[config.mk]
export PLATFORM = sky130hd
export DESIGN_NAME = aurora_tx_frame_scheduler
export DESIGN_NICKNAME = d
export VERILOG_FILES = /design/src/rtl/aurora_tx_pkg.sv /design/src/rtl/aurora_slot_timer.sv /design/src/rtl/aurora_tx_frame_scheduler.sv
export SDC_FILE = /design/constraint.sdc
export NUM_CORES = 1
export LEC_CHECK = 0
export ABC_AREA = 1
export CAP_MARGIN = 20
export CORE_MARGIN = 4
export CORE_UTILIZATION = 41
export CTS_CLUSTER_DIAMETER = 80
export DETAILED_ROUTE_END_ITERATION = 8
export MAX_ROUTING_LAYER = met4
export PLACE_DENSITY = 0.81
export SYNTH_ARGS = -nofsm -noshare
export SYNTH_HDL_FRONTEND = slang
export SYNTH_HIERARCHICAL = 1
export SYNTH_SLANG_ARGS = --single-unit
[constraint.sdc]
create_clock -name clk -period 1.85 [get_ports clk]
set_input_delay 0.37 -clock clk [delete_from_list [all_inputs] [get_ports clk]]
set_output_delay 0.37 -clock clk [all_outputs]
set_load 0.02 [all_outputs]
[src/rtl/aurora_tx_pkg.sv]
// Shared constants and types for the Aurora TX frame scheduler.
package aurora_tx_pkg;

  localparam logic [1:0]  SYNC_DATA  = 2'b01;
  localparam logic [1:0]  SYNC_CTRL  = 2'b10;
  localparam logic [7:0]  BT_IDLE    = 8'h78;
  localparam logic [7:0]  BT_SERVICE = 8'hD2;
  localparam logic [63:0] IDLE_WORD  = {BT_IDLE, 56'h10_0000_0000_0000};
  localparam logic [63:0] CB_WORD    = {BT_IDLE, 56'h40_0000_0000_0000};

  typedef enum logic [1:0] {
    FT_IDLE    = 2'd0,
    FT_CB      = 2'd1,
    FT_DATA    = 2'd2,
    FT_SERVICE = 2'd3
  } frame_type_e;

  localparam logic [0:0] ST_INIT = 1'b0;
  localparam logic [0:0] ST_RUN  = 1'b1;

endpackage

[src/rtl/aurora_slot_timer.sv]
// Pause-gated 0..PERIOD-1 wrap counter with a sticky due flag set at wrap, cleared by clr.
// State advances only when en is high; the due flag is registered (visible the slot after the wrap).
module aurora_slot_timer #(
  parameter int PERIOD = 50
) (
  input  logic clk,
  input  logic reset_n,
  input  logic en,
  input  logic clr,
  output logic due
);

  localparam int CNT_W = (PERIOD > 1) ? $clog2(PERIOD) : 1;

  logic [CNT_W-1:0] cnt_q, cnt_d;
  logic             due_q, due_d;
  logic             wrap;

  assign wrap = en & (cnt_q == CNT_W'(PERIOD - 1));

  always_comb begin
    cnt_d = cnt_q;
    if (en) begin
      cnt_d = wrap ? '0 : cnt_q + CNT_W'(1);
    end
    // A wrap coinciding with a clear re-arms the flag; extra wraps never stack.
    due_d = wrap | (due_q & ~clr);
  end

  always_ff @(posedge clk) begin
    if (!reset_n) begin
      cnt_q <= '0;
      due_q <= 1'b0;
    end else begin
      cnt_q <= cnt_d;
      due_q <= due_d;
    end
  end

  assign due = due_q;

endmodule

[src/rtl/aurora_tx_frame_scheduler.sv]
// Aurora TX frame scheduler: link-init CB/IDLE run, then service/data/idle arbitration; scr_* one cycle after the slot.
// gb_pause removes the slot (ready=0, state frozen, scr_* held); TX_CB_PERIODIC_EN adds periodic CB insertion.
module aurora_tx_frame_scheduler
  import aurora_tx_pkg::*;
#(
  parameter int TX_DATA_WIDTH  = 64,
  parameter int INIT_FRAMES    = 64,
  parameter int SERVICE_PERIOD = 50,
  parameter int CB_PERIOD      = 256
) (
  input  logic                     clk,
  input  logic                     reset_n,
  input  logic                     gb_pause,
  input  logic                     data_valid,
  input  logic [TX_DATA_WIDTH-1:0] data_in,
  output logic                     data_ready,
  input  logic                     svc_valid,
  input  logic [TX_DATA_WIDTH-9:0] svc_in,
  output logic                     svc_ready,
  output logic                     scr_enable,
  output logic [1:0]               scr_sync,
  output logic [TX_DATA_WIDTH-1:0] scr_data,
  output logic [1:0]               frame_type,
  output logic                     init_done
);

  logic [0:0]               state_q, state_d;
  logic [15:0]              init_cnt_q, init_cnt_d;
  logic                     scr_enable_q, scr_enable_d;
  logic [1:0]               scr_sync_q, scr_sync_d;
  logic [TX_DATA_WIDTH-1:0] scr_data_q, scr_data_d;
  logic [1:0]               frame_type_q, frame_type_d;
  logic                     slot, run_slot;
  logic                     svc_due, svc_clr, cb_due;
  logic                     svc_sel, data_sel;

  assign slot     = reset_n & ~gb_pause;
  assign run_slot = slot & (state_q == ST_RUN);

  aurora_slot_timer #(.PERIOD(SERVICE_PERIOD)) u_svc_timer (
    .clk     (clk),
    .reset_n (reset_n),
    .en      (run_slot),
    .clr     (svc_clr),
    .due     (svc_due)
  );

`ifdef TX_CB_PERIODIC_EN
  logic cb_clr;
  assign cb_clr = run_slot & cb_due;

  aurora_slot_timer #(.PERIOD(CB_PERIOD)) u_cb_timer (
    .clk     (clk),
    .reset_n (reset_n),
    .en      (run_slot),
    .clr     (cb_clr),
    .due     (cb_due)
  );
`else
  logic cb_period_unused;
  assign cb_period_unused = ^CB_PERIOD;
  assign cb_due = 1'b0;
`endif

  // An idle slot may carry service early without consuming the due flag.
  assign svc_sel    = ~cb_due & svc_valid & (svc_due | ~data_valid);
  assign data_sel   = ~cb_due & data_valid & ~(svc_due & svc_valid);
  assign data_ready = run_slot & data_sel;
  assign svc_ready  = run_slot & svc_sel;
  assign svc_clr    = svc_ready & svc_due;

  always_comb begin
    state_d      = state_q;
    init_cnt_d   = init_cnt_q;
    scr_enable_d = slot;
    scr_sync_d   = scr_sync_q;
    scr_data_d   = scr_data_q;
    frame_type_d = frame_type_q;
    if (slot) begin
      if (state_q == ST_INIT) begin
        init_cnt_d = init_cnt_q + 16'd1;
        scr_sync_d = SYNC_CTRL;
        if (init_cnt_q[0]) begin
          scr_data_d   = IDLE_WORD;
          frame_type_d = FT_IDLE;
        end else begin
          scr_data_d   = CB_WORD;
          frame_type_d = FT_CB;
        end
        if (init_cnt_q == 16'(INIT_FRAMES - 1)) begin
          state_d = ST_RUN;
        end
      end else if (cb_due) begin
        scr_sync_d   = SYNC_CTRL;
        scr_data_d   = CB_WORD;
        frame_type_d = FT_CB;
      end else if (svc_sel) begin
        scr_sync_d   = SYNC_CTRL;
        scr_data_d   = {BT_SERVICE, svc_in};
        frame_type_d = FT_SERVICE;
      end else if (data_sel) begin
        scr_sync_d   = SYNC_DATA;
        scr_data_d   = data_in;
        frame_type_d = FT_DATA;
      end else begin
        scr_sync_d   = SYNC_CTRL;
        scr_data_d   = IDLE_WORD;
        frame_type_d = FT_IDLE;
      end
    end
  end

  always_ff @(posedge clk) begin
    if (!reset_n) begin
      state_q      <= ST_INIT;
      init_cnt_q   <= '0;
      scr_enable_q <= 1'b0;
      scr_sync_q   <= SYNC_CTRL;
      scr_data_q   <= IDLE_WORD;
      frame_type_q <= FT_IDLE;
    end else begin
      state_q      <= state_d;
      init_cnt_q   <= init_cnt_d;
      scr_enable_q <= scr_enable_d;
      scr_sync_q   <= scr_sync_d;
      scr_data_q   <= scr_data_d;
      frame_type_q <= frame_type_d;
    end
  end

  assign scr_enable = scr_enable_q;
  assign scr_sync   = scr_sync_q;
  assign scr_data   = scr_data_q;
  assign frame_type = frame_type_q;
  assign init_done  = (state_q == ST_RUN);

endmodule

### After elaboration in Yosys (flattened, before gate mapping)

Cells that the tools add are included.

| word-level totals | value |
|---|---|
| flip-flop bits (word level) | 93 |
| input bits | 125 |
| output and inout port bits | 72 |
| word-level logic and storage cells | 44 |

| operators by class | value |
|---|---|
| add/sub/neg operators | 2 |
| eq/ne operators | 2 |
| muxes and demuxes | 14 |
| bitwise operators | 17 |
| reductions and logical operators | 1 |

Operators with widths:

| operator | number |
|---|---|
| 64-bit 2-to-1 mux | 3 |
| 55-bit 2-to-1 mux | 1 |
| 16-bit by 1-bit adder with 16-bit output, second input constant | 1 |
| 16-bit by 6-bit == test with 1-bit output, second input constant | 1 |
| 2-bit 2-to-1 mux | 6 |
| 1-bit bitwise AND | 10 |
| 6-bit by 1-bit adder with 6-bit output, second input constant | 1 |
| 6-bit == test, second input constant | 1 |
| 6-bit 2-to-1 mux | 1 |
| 1-bit NOT | 5 |
| 1-bit 2-to-1 mux | 3 |
| 1-bit OR | 2 |
| 2-bit AND reduction | 1 |

### Logic depth before layout (Yosys ltp)

| logic depth | value |
|---|---|
| depth after elaboration | 8 |
| gate-level depth with buffers | 10 |
| depth with buffers taken out | 9 |

### Cells and area by module

The synthesis kept the hierarchy.

By module, submodules not included:

| module | times used | cells an instance | area an instance (µm²) | sequential area each (µm²) |
|---|---|---|---|---|
| aurora_tx_frame_scheduler | 1 | 546 | 3773.6 | 1721.7 |
| aurora_slot_timer | 1 | 51 | 349.1 | 140.1 |

### Worst setup path before layout

Ideal clock, no wire load.

| timing | value |
|---|---|
| kind | input-to-output |
| from | input reset_n |
| to | output svc_ready |
| arrival time | 1186 ps |
| required time | 1480 ps |
| path slack | 294 ps |
| stages on the path | 7 |
| buffers on the path | 3 |
| cell sequence | buf_4 > inv_4 > nor2_8 > nand2_4 > nor2_4 > buf_6 > buf_6 |

| on the way | value |
|---|---|
| longest elaborated chain between the ends | 3 |

RTL lines:

| item | RTL line | source |
|---|---|---|
| start, declared | aurora_tx_frame_scheduler.sv:12 | `input logic reset_n,` |
| 1-bit bitwise AND | aurora_tx_frame_scheduler.sv:37 | `assign slot = reset_n & ~gb_pause;` |
| 1-bit bitwise AND | aurora_tx_frame_scheduler.sv:38 | `assign run_slot = slot & (state_q == ST_RUN);` |
| 1-bit bitwise AND | aurora_tx_frame_scheduler.sv:69 | `assign svc_ready = run_slot & svc_sel;` |
| end, declared | aurora_tx_frame_scheduler.sv:19 | `output logic svc_ready,` |

No other way between the ends.

### Worst setup path in the final report

| timing | value |
|---|---|
| from | input data_valid |
| to | output svc_ready |

| on the way | value |
|---|---|
| longest elaborated chain between the ends | 4 |

RTL lines:

| item | RTL line | source |
|---|---|---|
| start, declared | aurora_tx_frame_scheduler.sv:14 | `input logic data_valid,` |
| 1-bit NOT | aurora_tx_frame_scheduler.sv:66 | `assign svc_sel = ~cb_due & svc_valid & (svc_due \| ~data_valid);` |
| 1-bit OR | aurora_tx_frame_scheduler.sv:66 |  |
| 1-bit bitwise AND | aurora_tx_frame_scheduler.sv:66 |  |
| 1-bit bitwise AND | aurora_tx_frame_scheduler.sv:69 |  |

No other way between the ends.

==> summary.txt <==
Setup path
  • CP endpoint: svc_ready
  • Critical path endpoint category: primary output
  • Critical Path Slowest Stage Cell: clkdlybuf4s50_1
  • Critical path launch point: data_valid
  • Startpoint types: input port
  • Reg2reg setup slack: 0.35 ns
  • CP Data Arrival Time: 1.45 ns
  • Crit path max fanout: 4
  • Crit path cell chain: clkdlybuf4s50_1, inv_1, o21ai_4, nor2_4, buf_4
  • WS Path Type: in -> out
  • Reg-to-Reg Start: u_svc_timer/due
  • CP max stage delay: 0.54 ns
  • FF-to-FF path depth: 7
  • Reg2Reg Capture Point: scr_data[0]
  • CP Data Required Time: 1.48 ns

CTS
  • Worst-path clk slew: 0.10 ns
  • CTS tree: built
  • H-tree Lvls: 3
  • Post-CTS Hold Buffers: 0
  • Num CTS Buffers: 9
  • CTS Root Cell: clkbuf_8
  • CTS max path bufs: 2
  • TritonCTS Sinks: 93
  • Clk_lat worst skew: 0.36 ns

STA
  • RSZ-0062 raised after global routing: no
  • Part of the cycle the worst path needs: 98.6%
  • Final hold vios: 0
  • Highest Clock Rate: 0.548 GHz
  • TNS Setup: 0 ns
  • Fin. max-slew vios: 0
  • Max Clock Skew: 0.0126 ns
  • Slew headroom: 65.2%
  • Tightest Pin Transition: 0.522 ns
  • Number of setup violations in the final report: 0
  • Fin crit period: 1.82 ns

Layout
  • Finished Core Util: 67.7%
  • Area Overhead vs Synth: 60.5%
  • Commonest non-fill, non-tap cell in the layout: nand2_1
  • Number of diodes: 0
  • Post-Layout Cell Count: 947
  • Layout cells sized above 1: 7.37%
  • Fill cell count: 836
  • Final instance area: 6620 µm²
  • Commonest non-fill, non-tap cells in the layout: 243 x nand2_1, 191 x clkdlybuf4s50_1, 93 x dfxtp_1, 55 x inv_1, 43 x nand3_1
  • Nets: 937

Synthesis
  • Post-synthesis cell type count: 31
  • Post-Syn Nets: 725
  • Mean area per synthesized cell: 6.91 µm²
  • Post-Synthesis Cells: 597
  • Mapped Area: 4120 µm²
  • Seq/Total Area, Yosys: 45.2%
  • Seq cells post-synth: 93
  • Yosys warns: 6

Power
  • Total Power: 3.85 mW
  • Share of power burned in registers: 52.4%
  • Logic pwr share: 11.3%
  • Switch Pwr: 0.881 mW
  • Sw Ratio: 22.9%
  • Clk pwr share: 36.3%
  • Worst vdd ir: 304 µV
  • Cell Pwr Density: 582 nW/µm²
  • P_int: 2.97 mW
  • Leakage: 2.67 nW

Placed design
  • Post-DP HPWL: 10,600 µm
  • Placement Cell Area: 6380 µm²
  • Placed cell count: 929
  • Routability cong.: 0.865
  • Number of port buffers: 196

GRT
  • Total GRT Usage: 24.2%
  • Largest net degree at the start of global routing: 45
  • Vias in the first global route: 4,701
  • Global-route wire length before repair: 22,000 µm
  • Initial antenna violation count: 0
  • Gr ovfl total: 0

Worst hold path
  • Hold Path Class: in -> reg

Routing
  • Routed WL: 14,000 µm
  • DRC Markers: 0
  • Final ANT Viol Nets: 0
  • WL/cell: 14.8 µm
  • Pre-Repair DR Iteration Count: 6
  • Vias/cell: 4.91
  • Initial DRC Count: 356
  • DR vias: 4,652

Run
  • Max-cap violations: 0

Die
  • Core area: 9770 µm²
  • Die Wd: 108 µm
  • Initial Util: 42.2%
  • Die H: 108 µm
  • # rows: 36
  • I/O pin cnt: 197
  • Area of the die: 11,700 µm²

Outcome
  • Status: complete, no violations
## through the flow
stage          hold WS, ns  worst slack (ns)
2_1_floorplan        0.450             0.294
3_3_place_gp         0.443           -0.0720
3_5_place_dp         0.464            -0.129
4_1_cts              0.401            0.0201
5_1_grt              0.409            0.0178
6_report             0.410            0.0262
## cells in the mapped netlist
master / count / area share [%]
nor3_1: 5 / 0.61
buf_4: 1 / 0.18
nor2_4: 2 / 0.55
xor2_1: 1 / 0.21
nand2_4: 1 / 0.27
nand4_1: 5 / 0.76
ha_1: 3 / 0.91
o22a_1: 2 / 0.42
inv_4: 1 / 0.15
inv_2: 1 / 0.091
a21oi_1: 16 / 1.9
a31oi_1: 36 / 5.5
a22o_1: 2 / 0.42
buf_2: 9 / 1.1
buf_1: 3 / 0.27
o21ai_0: 8 / 0.97
clkbuf_1: 8 / 0.73
nor2_2: 2 / 0.30
dfxtp_1: 93 / 45
nand3_1: 43 / 5.2
nor3b_1: 1 / 0.18
nand2_1: 243 / 22
nand2_2: 1 / 0.15
inv_1: 55 / 5.0
nor2_1: 42 / 3.8
xnor2_1: 1 / 0.21
nand3b_1: 1 / 0.18
o21ai_1: 3 / 0.36
a21boi_0: 2 / 0.36
buf_6: 5 / 1.4
nor2_8: 1 / 0.49
## final cells by class
class	instances	area (µm²)	share of cell area, %
Sequential cell	93	1860	28.1
Tap cell	133	166	2.52
Clock inverter	6	67.6	1.02
Timing Repair Buffer	227	2260	34.2
Clock buffer	10	138	2.08
Inverter	57	216	3.27
Multi-Input combinational cell	421	1910	28.8
## cells by family after synthesis
family	Yosys count	share of synthesized area (%)
DFF	93	45.2
and+or+nand+nor	347	34.7
adders and majority gates	3	0.911
AOI/OAI and AO/OA	69	9.95
xor gates and xnor gates	2	0.425
buffers and inverters	83	8.89
## how the worst min path moves through the flow
stage,cells past startpoint,to,from
floorplan,2,u_svc_timer/cnt_q[5],u_svc_timer/cnt_q[5]
global placement,2,scr_sync[0],scr_sync[0]
detailed placement,2,frame_type[1],frame_type[1]
CTS,4,scr_enable,reset_n
global route,4,scr_enable,reset_n
finish,4,scr_enable,reset_n
## layer usage
metal | up-vias | track usage [%] | part of all wire [%]
met3 | 20 | 5.13 | 7.6
met4 | 0 | 8.66 | 1.7
met1 | 2142 | 26.6 | 40
met2 | 174 | 43.3 | 51
met5 | - | - | 0
li1 | 2316 | - | -
## state kept, by name, indices dropped and copies added (netlist names)
name               cells
init_cnt_q            16
scr_data              64
u_svc_timer/due        1
u_svc_timer/cnt_q      6
scr_enable             1
init_done              1
frame_type             2
scr_sync               2
## power groups by stage
stage	logic [mW]	registers, mW	clock network, mW
finish	0.436	2.02	1.40
CTS	0.434	2.02	1.44
global placement	0.425	2.06	0
detailed placement	0.432	2.06	0
global route	0.462	2.02	1.52
floorplan	0.0828	2.07	0
## repair_timing
action	4_1_cts	5_1_grt
setup buffers	2	0
hold endpoints to repair	0	0
resized for setup	2	2
pin swaps	2	0
setup endpoints to repair	3	2
## critical path, delay by kind of cell
family          cells  cell delay, ns
compound gates      1            0.19
buf+inv             3            0.82
simple gates        1            0.07
Power figures use the tool's default switching activity.
==> variant 1: new RTL, same settings <==
Reset style: asynchronous (`reset_n`), changed in 2 clocked blocks.
--- a/src/rtl/aurora_slot_timer.sv
+++ b/src/rtl/aurora_slot_timer.sv
@@ -28,5 +28,5 @@
   end
 
-  always_ff @(posedge clk) begin
+  always_ff @(posedge clk or negedge reset_n) begin
     if (!reset_n) begin
       cnt_q <= '0;
--- a/src/rtl/aurora_tx_frame_scheduler.sv
+++ b/src/rtl/aurora_tx_frame_scheduler.sv
@@ -111,5 +111,5 @@
   end
 
-  always_ff @(posedge clk) begin
+  always_ff @(posedge clk or negedge reset_n) begin
     if (!reset_n) begin
       state_q      <= ST_INIT;
Behaviour: differs if reset_n is asserted again (counterexample within 4 cycles, from zero or initial values and one cycle with reset_n low); with reset_n held inactive, the same outputs for 10 cycles.
==> variant 1 against the original RTL <==
Sequential share of layout area is 7.1 points higher; sequential cell count is the same; wire length shrank 9.1%; worst setup slack better by 0.046 ns; area after synthesis rose by 2.7%; cell area up 0.15%; largest cell class is now registers; highest routed layer unchanged.
Power is not compared: it rests on default switching activity, and its combinational part moved more than twofold at a synthesized area within 25%.
==> variant 1: results (changes against the original RTL) <==
{
  "dr_wl_met3": {"value": 807, "unit": "um", "change": "-24%"},
  "use_met2": {"value": 0.378, "change": "-0.0554"},
  "detailedRoute.firstIterationViolations": {"value": 298, "change": "-16%"},
  "use_met3": {"value": 0.0382, "change": "-0.0132"},
  "ys_dominant_reg_cell": "sky130_fd_sc_hd__dfrtp_1",
  "first_pass_grt_wire_length": {"value": 20000, "unit": "um", "change": "-8.8%"},
  "synthDistinctLibCells": {"value": 29, "change": "-6.5%"},
  "startpoint": "init_done$_DFFE_PN0N_",
  "seq_area_frac_synth": {"value": 0.552, "change": "+0.100"},
  "async_reset_ff_frac": {"value": 1.00, "change": "+1.00"},
  "routed-via-count": {"value": 4236, "change": "-8.9%"},
  "final_nets": {"value": 854, "change": "-8.9%"},
  "fin_crit_sh": {"value": 0.961, "change": "-0.0250"},
  "place_area": {"value": 6410, "unit": "um^2", "change": "+0.41%"},
  "adder_cell_share_of_the_synthesized_area": {"value": 0.00887, "change": "-0.000237"},
  "outcome": "completed",
  "grt_start_max_net_pins": {"value": 77, "change": "+71%"},
  "clock_insertion_delay_worst_skew": {"value": 0.34, "unit": "ns", "change": "-0.02 ns"},
  "met2_wirelength": {"value": 6550, "unit": "um", "change": "-8.1%"},
  "data_arrival_time_of_the_critical_path": {"value": 1.41, "unit": "ns", "change": "-0.04 ns"},
  "synth_area_per_cell": {"value": 8.27, "unit": "um^2", "change": "+20%"},
  "critical_path.max_stage_delay": {"value": 0.64, "unit": "ns", "change": "+0.10 ns"},
  "worstMarginPinSlew": {"value": 0.693, "unit": "ns", "change": "+0.171 ns"},
  "fin_skew": {"value": 0.00510, "unit": "ns", "change": "-0.00747 ns"},
  "grt_util_met1": {"value": 0.262, "change": "-0.00354"},
  "routedWlPerCell": {"value": 14.8, "unit": "um", "change": "-0.35%"},
  "detail_route.wirelength.met1": {"value": 5210, "unit": "um", "change": "-6.7%"},
  "yosys-top-cells-area": "sky130_fd_sc_hd__dfrtp_1 51%, sky130_fd_sc_hd__nand2_1 20%, sky130_fd_sc_hd__nand3_1 8.6%",
  "aggregate_global_route_resource_usage": {"value": 0.218, "change": "-0.0240"},
  "reg2reg_from": "u_svc_timer/due$_DFF_PN0_",
  "dr.pass1.iters": {"value": 4, "change": "-2"}
}
## variant 1: final cells by class
type / count / area, um^2
flip-flops and latches: 93 / 2330
inverters: 28 / 105
multi-input cells: 372 / 1680
well taps: 133 / 166
fillers: 849 / 3280
clock inverters: 1 / 5.00
repair buffers: 222 / 2170
clock buffers: 15 / 166
## variant 1: repair_timing
action                     4_1_cts  5_1_grt
resized for setup               14        4
setup buffers                    0        3
hold endpoints to repair         2        0
setup endpoints to repair        8       81
hold buffers                     3        0
## variant 1: worst paths after layout
| check | to | depth (start not counted) |
|---|---|---|
| max in group asynchronous | init_cnt_q[10]$_DFFE_PN0P_ | 4 |
| worst min-delay path | scr_enable$_DFF_PN0_ | 4 |
| min in group asynchronous | scr_data[35]$_DFFE_PN0N_ | 3 |
| worst max-delay path | init_done | 1 |
| worst min register to register | init_cnt_q[13]$_DFFE_PN0P_ | 2 |
| worst max register to register | scr_data[6]$_DFFE_PN0N_ | 6 |
==> variant 2: new RTL, config.mk and constraints unchanged <==
Made on the original files. The option `TX_CB_PERIODIC_EN` is turned on by a define.
--- a/src/rtl/aurora_tx_frame_scheduler.sv
+++ b/src/rtl/aurora_tx_frame_scheduler.sv
@@ -1,4 +1,6 @@
 // Aurora TX frame scheduler: link-init CB/IDLE run, then service/data/idle arbitration; scr_* one cycle after the slot.
 // gb_pause removes the slot (ready=0, state frozen, scr_* held); TX_CB_PERIODIC_EN adds periodic CB insertion.
+`define TX_CB_PERIODIC_EN
+
 module aurora_tx_frame_scheduler
   import aurora_tx_pkg::*;
Formal check against the unedited RTL: same outputs for any inputs over 10 cycles, from zero or initial values and one cycle with reset_n low; that may be too few to reach the edited logic, so the function may still have changed.
==> variant 2 against the original RTL <==
Wire length up 1.1%; sequential power increased by 9%; area after synthesis rose by 18%; worst setup slack better by 0.077 ns; global-route usage down 3.9 points; cell area is 11% higher; count of clock-buffer cells in the layout rose by 3; fmax rose by 4.4%; power up 20%; sequential cell count increased by 9; utilization fell by 4.0 points; critical path type unchanged; synthesized cell count increased by 21%.
==> variant 2: results (changes against the original RTL) <==
{
  "post-place-ws": {"value": -0.327, "unit": "ns", "change": "-0.197 ns"},
  "leakagePower": {"value": 3.30, "unit": "nW", "change": "+24%"},
  "seq_area_frac_synth": {"value": 0.418, "change": "-0.0331"},
  "gp_congestion": {"value": 0.880, "change": "+1.8%"},
  "routedWlPerCell": {"value": 13.2, "unit": "um", "change": "-11%"},
  "final_nets": {"value": 1054, "change": "+12%"},
  "clock_insertion_delay_worst_skew": {"value": 0.34, "unit": "ns", "change": "-0.02 ns"},
  "synth_common_cells": "332 x sky130_fd_sc_hd__nand2_1, 102 x sky130_fd_sc_hd__dfxtp_1, 63 x sky130_fd_sc_hd__nand3_1",
  "maxSlewHeadroom": {"value": 0.678, "change": "+0.0259"},
  "post-cts-setup-buffers": {"value": 0, "change": "-2"},
  "share_of_power_burned_in_the_clock_network": {"value": 0.400, "change": "+0.037"},
  "cts_root_buffer": "sky130_fd_sc_hd__clkbuf_16",
  "detail_route.wirelength.met1": {"value": 6220, "unit": "um", "change": "+11%"},
  "viasPerCell": {"value": 4.73, "change": "-3.6%"},
  "timing.hold.ws": {"value": 0.416, "unit": "ns", "change": "+0.00550 ns"},
  "p_sw_frac": {"value": 0.225, "change": "-0.00399"},
  "pwr.group.clock": {"value": 1.85, "unit": "mW", "change": "+32%"},
  "fin_skew": {"value": 0.00744, "unit": "ns", "change": "-0.00512 ns"},
  "worst_slack": {"value": 0.103, "unit": "ns", "change": "+0.0772 ns"},
  "aggregate_global_route_resource_usage": {"value": 0.203, "change": "-0.0394"},
  "nFillCells": {"value": 1045, "change": "+25%"},
  "detailedRoute.firstIterationViolations": {"value": 342, "change": "-3.9%"},
  "comb_power": {"value": 0.563, "unit": "mW", "change": "+29%"},
  "data_arrival_time_of_the_critical_path": {"value": 1.38, "unit": "ns", "change": "-0.07 ns"},
  "use_met3": {"value": 0.0483, "change": "-0.00301"},
  "timing.critical_path.fanout_max": {"value": 2, "change": "-2"},
  "use_met2": {"value": 0.334, "change": "-0.0989"},
  "first_pass_grt_wire_length": {"value": 21500, "unit": "um", "change": "-2.0%"},
  "routed-via-count": {"value": 5080, "change": "+9.2%"},
  "grt_util_met1": {"value": 0.252, "change": "-0.0142"},
  "first_global_vias": {"value": 4648, "change": "-1.1%"},
  "met2_wirelength": {"value": 6830, "unit": "um", "change": "-4.2%"},
  "dr.pass1.iters": {"value": 4, "change": "-2"},
  "dr_wl_met3": {"value": 982, "unit": "um", "change": "-8.0%"},
  "irDropWorstVdd": {"value": 341, "unit": "uV", "change": "+12%"},
  "grt_start_max_net_pins": {"value": 43, "change": "-4.4%"},
  "critical_path.max_stage_delay": {"value": 0.47, "unit": "ns", "change": "-0.07 ns"},
  "outcome": "completed",
  "post_cts_resized": {"value": 6, "change": "+4"},
  "hpwl": {"value": 10500, "unit": "um", "change": "-0.28%"},
  "antennaDiodeCount": {"value": 0, "change": "unchanged"}
}
-- variant 2: cell count changes after synthesis, sizes merged, moves of 8 or more --
cell / change
a31oi: -35
buf: +8
dfxtp: +9
nand2: +89
nand3: +24
nor2: +12
o211ai: +16
-- variant 2: worst reg2reg max path, cell delays in order, from the launching register on --
cell	delay, ns
sky130_fd_sc_hd__dfxtp_1	0.38
sky130_fd_sc_hd__inv_1	0.11
sky130_fd_sc_hd__a21oi_4	0.17
sky130_fd_sc_hd__buf_4	0.42
sky130_fd_sc_hd__nand2_1	0.10
sky130_fd_sc_hd__o211ai_1	0.10
sky130_fd_sc_hd__a21oi_1	0.08
-- variant 2: area by class of cell --
class	instances	area (um^2)	share of cell area
Timing Repair Buffer	223	2190	0.299
Clock inverter	3	45.0	0.00614
Clock buffer	13	240	0.0327
Multi-Input combinational cell	537	2440	0.332
Inverter	52	200	0.0273
Tap cell	143	179	0.0244
Sequential cell	102	2040	0.278
-- variant 2: kinds of logic (layout without fill, tap and decap cells) --
kind of cell	Yosys count	in the layout	share of synthesized area
AO/OA/AOI/OAI	55	55	0.0710
XOR/XNOR	4	4	0.00718
adder cells (fa/ha/maj)	4	4	0.0103
buffers and inverters	84	291	0.0821
flip-flops	102	102	0.418
AND/OR/NAND/NOR	474	474	0.411
-- variant 2: final timing paths --
check | startpoint | to | cells past startpoint
setup / recovery | svc_valid | svc_ready | 6
setup reg to reg | u_svc_timer/due$_SDFF_PN0_ | scr_data[52]$_SDFFE_PN1N_ | 6
hold reg to reg | scr_data[39]$_SDFFE_PN0N_ | scr_data[39]$_SDFFE_PN0N_ | 2
hold / removal | gb_pause | scr_enable$_SDFF_PN0_ | 3
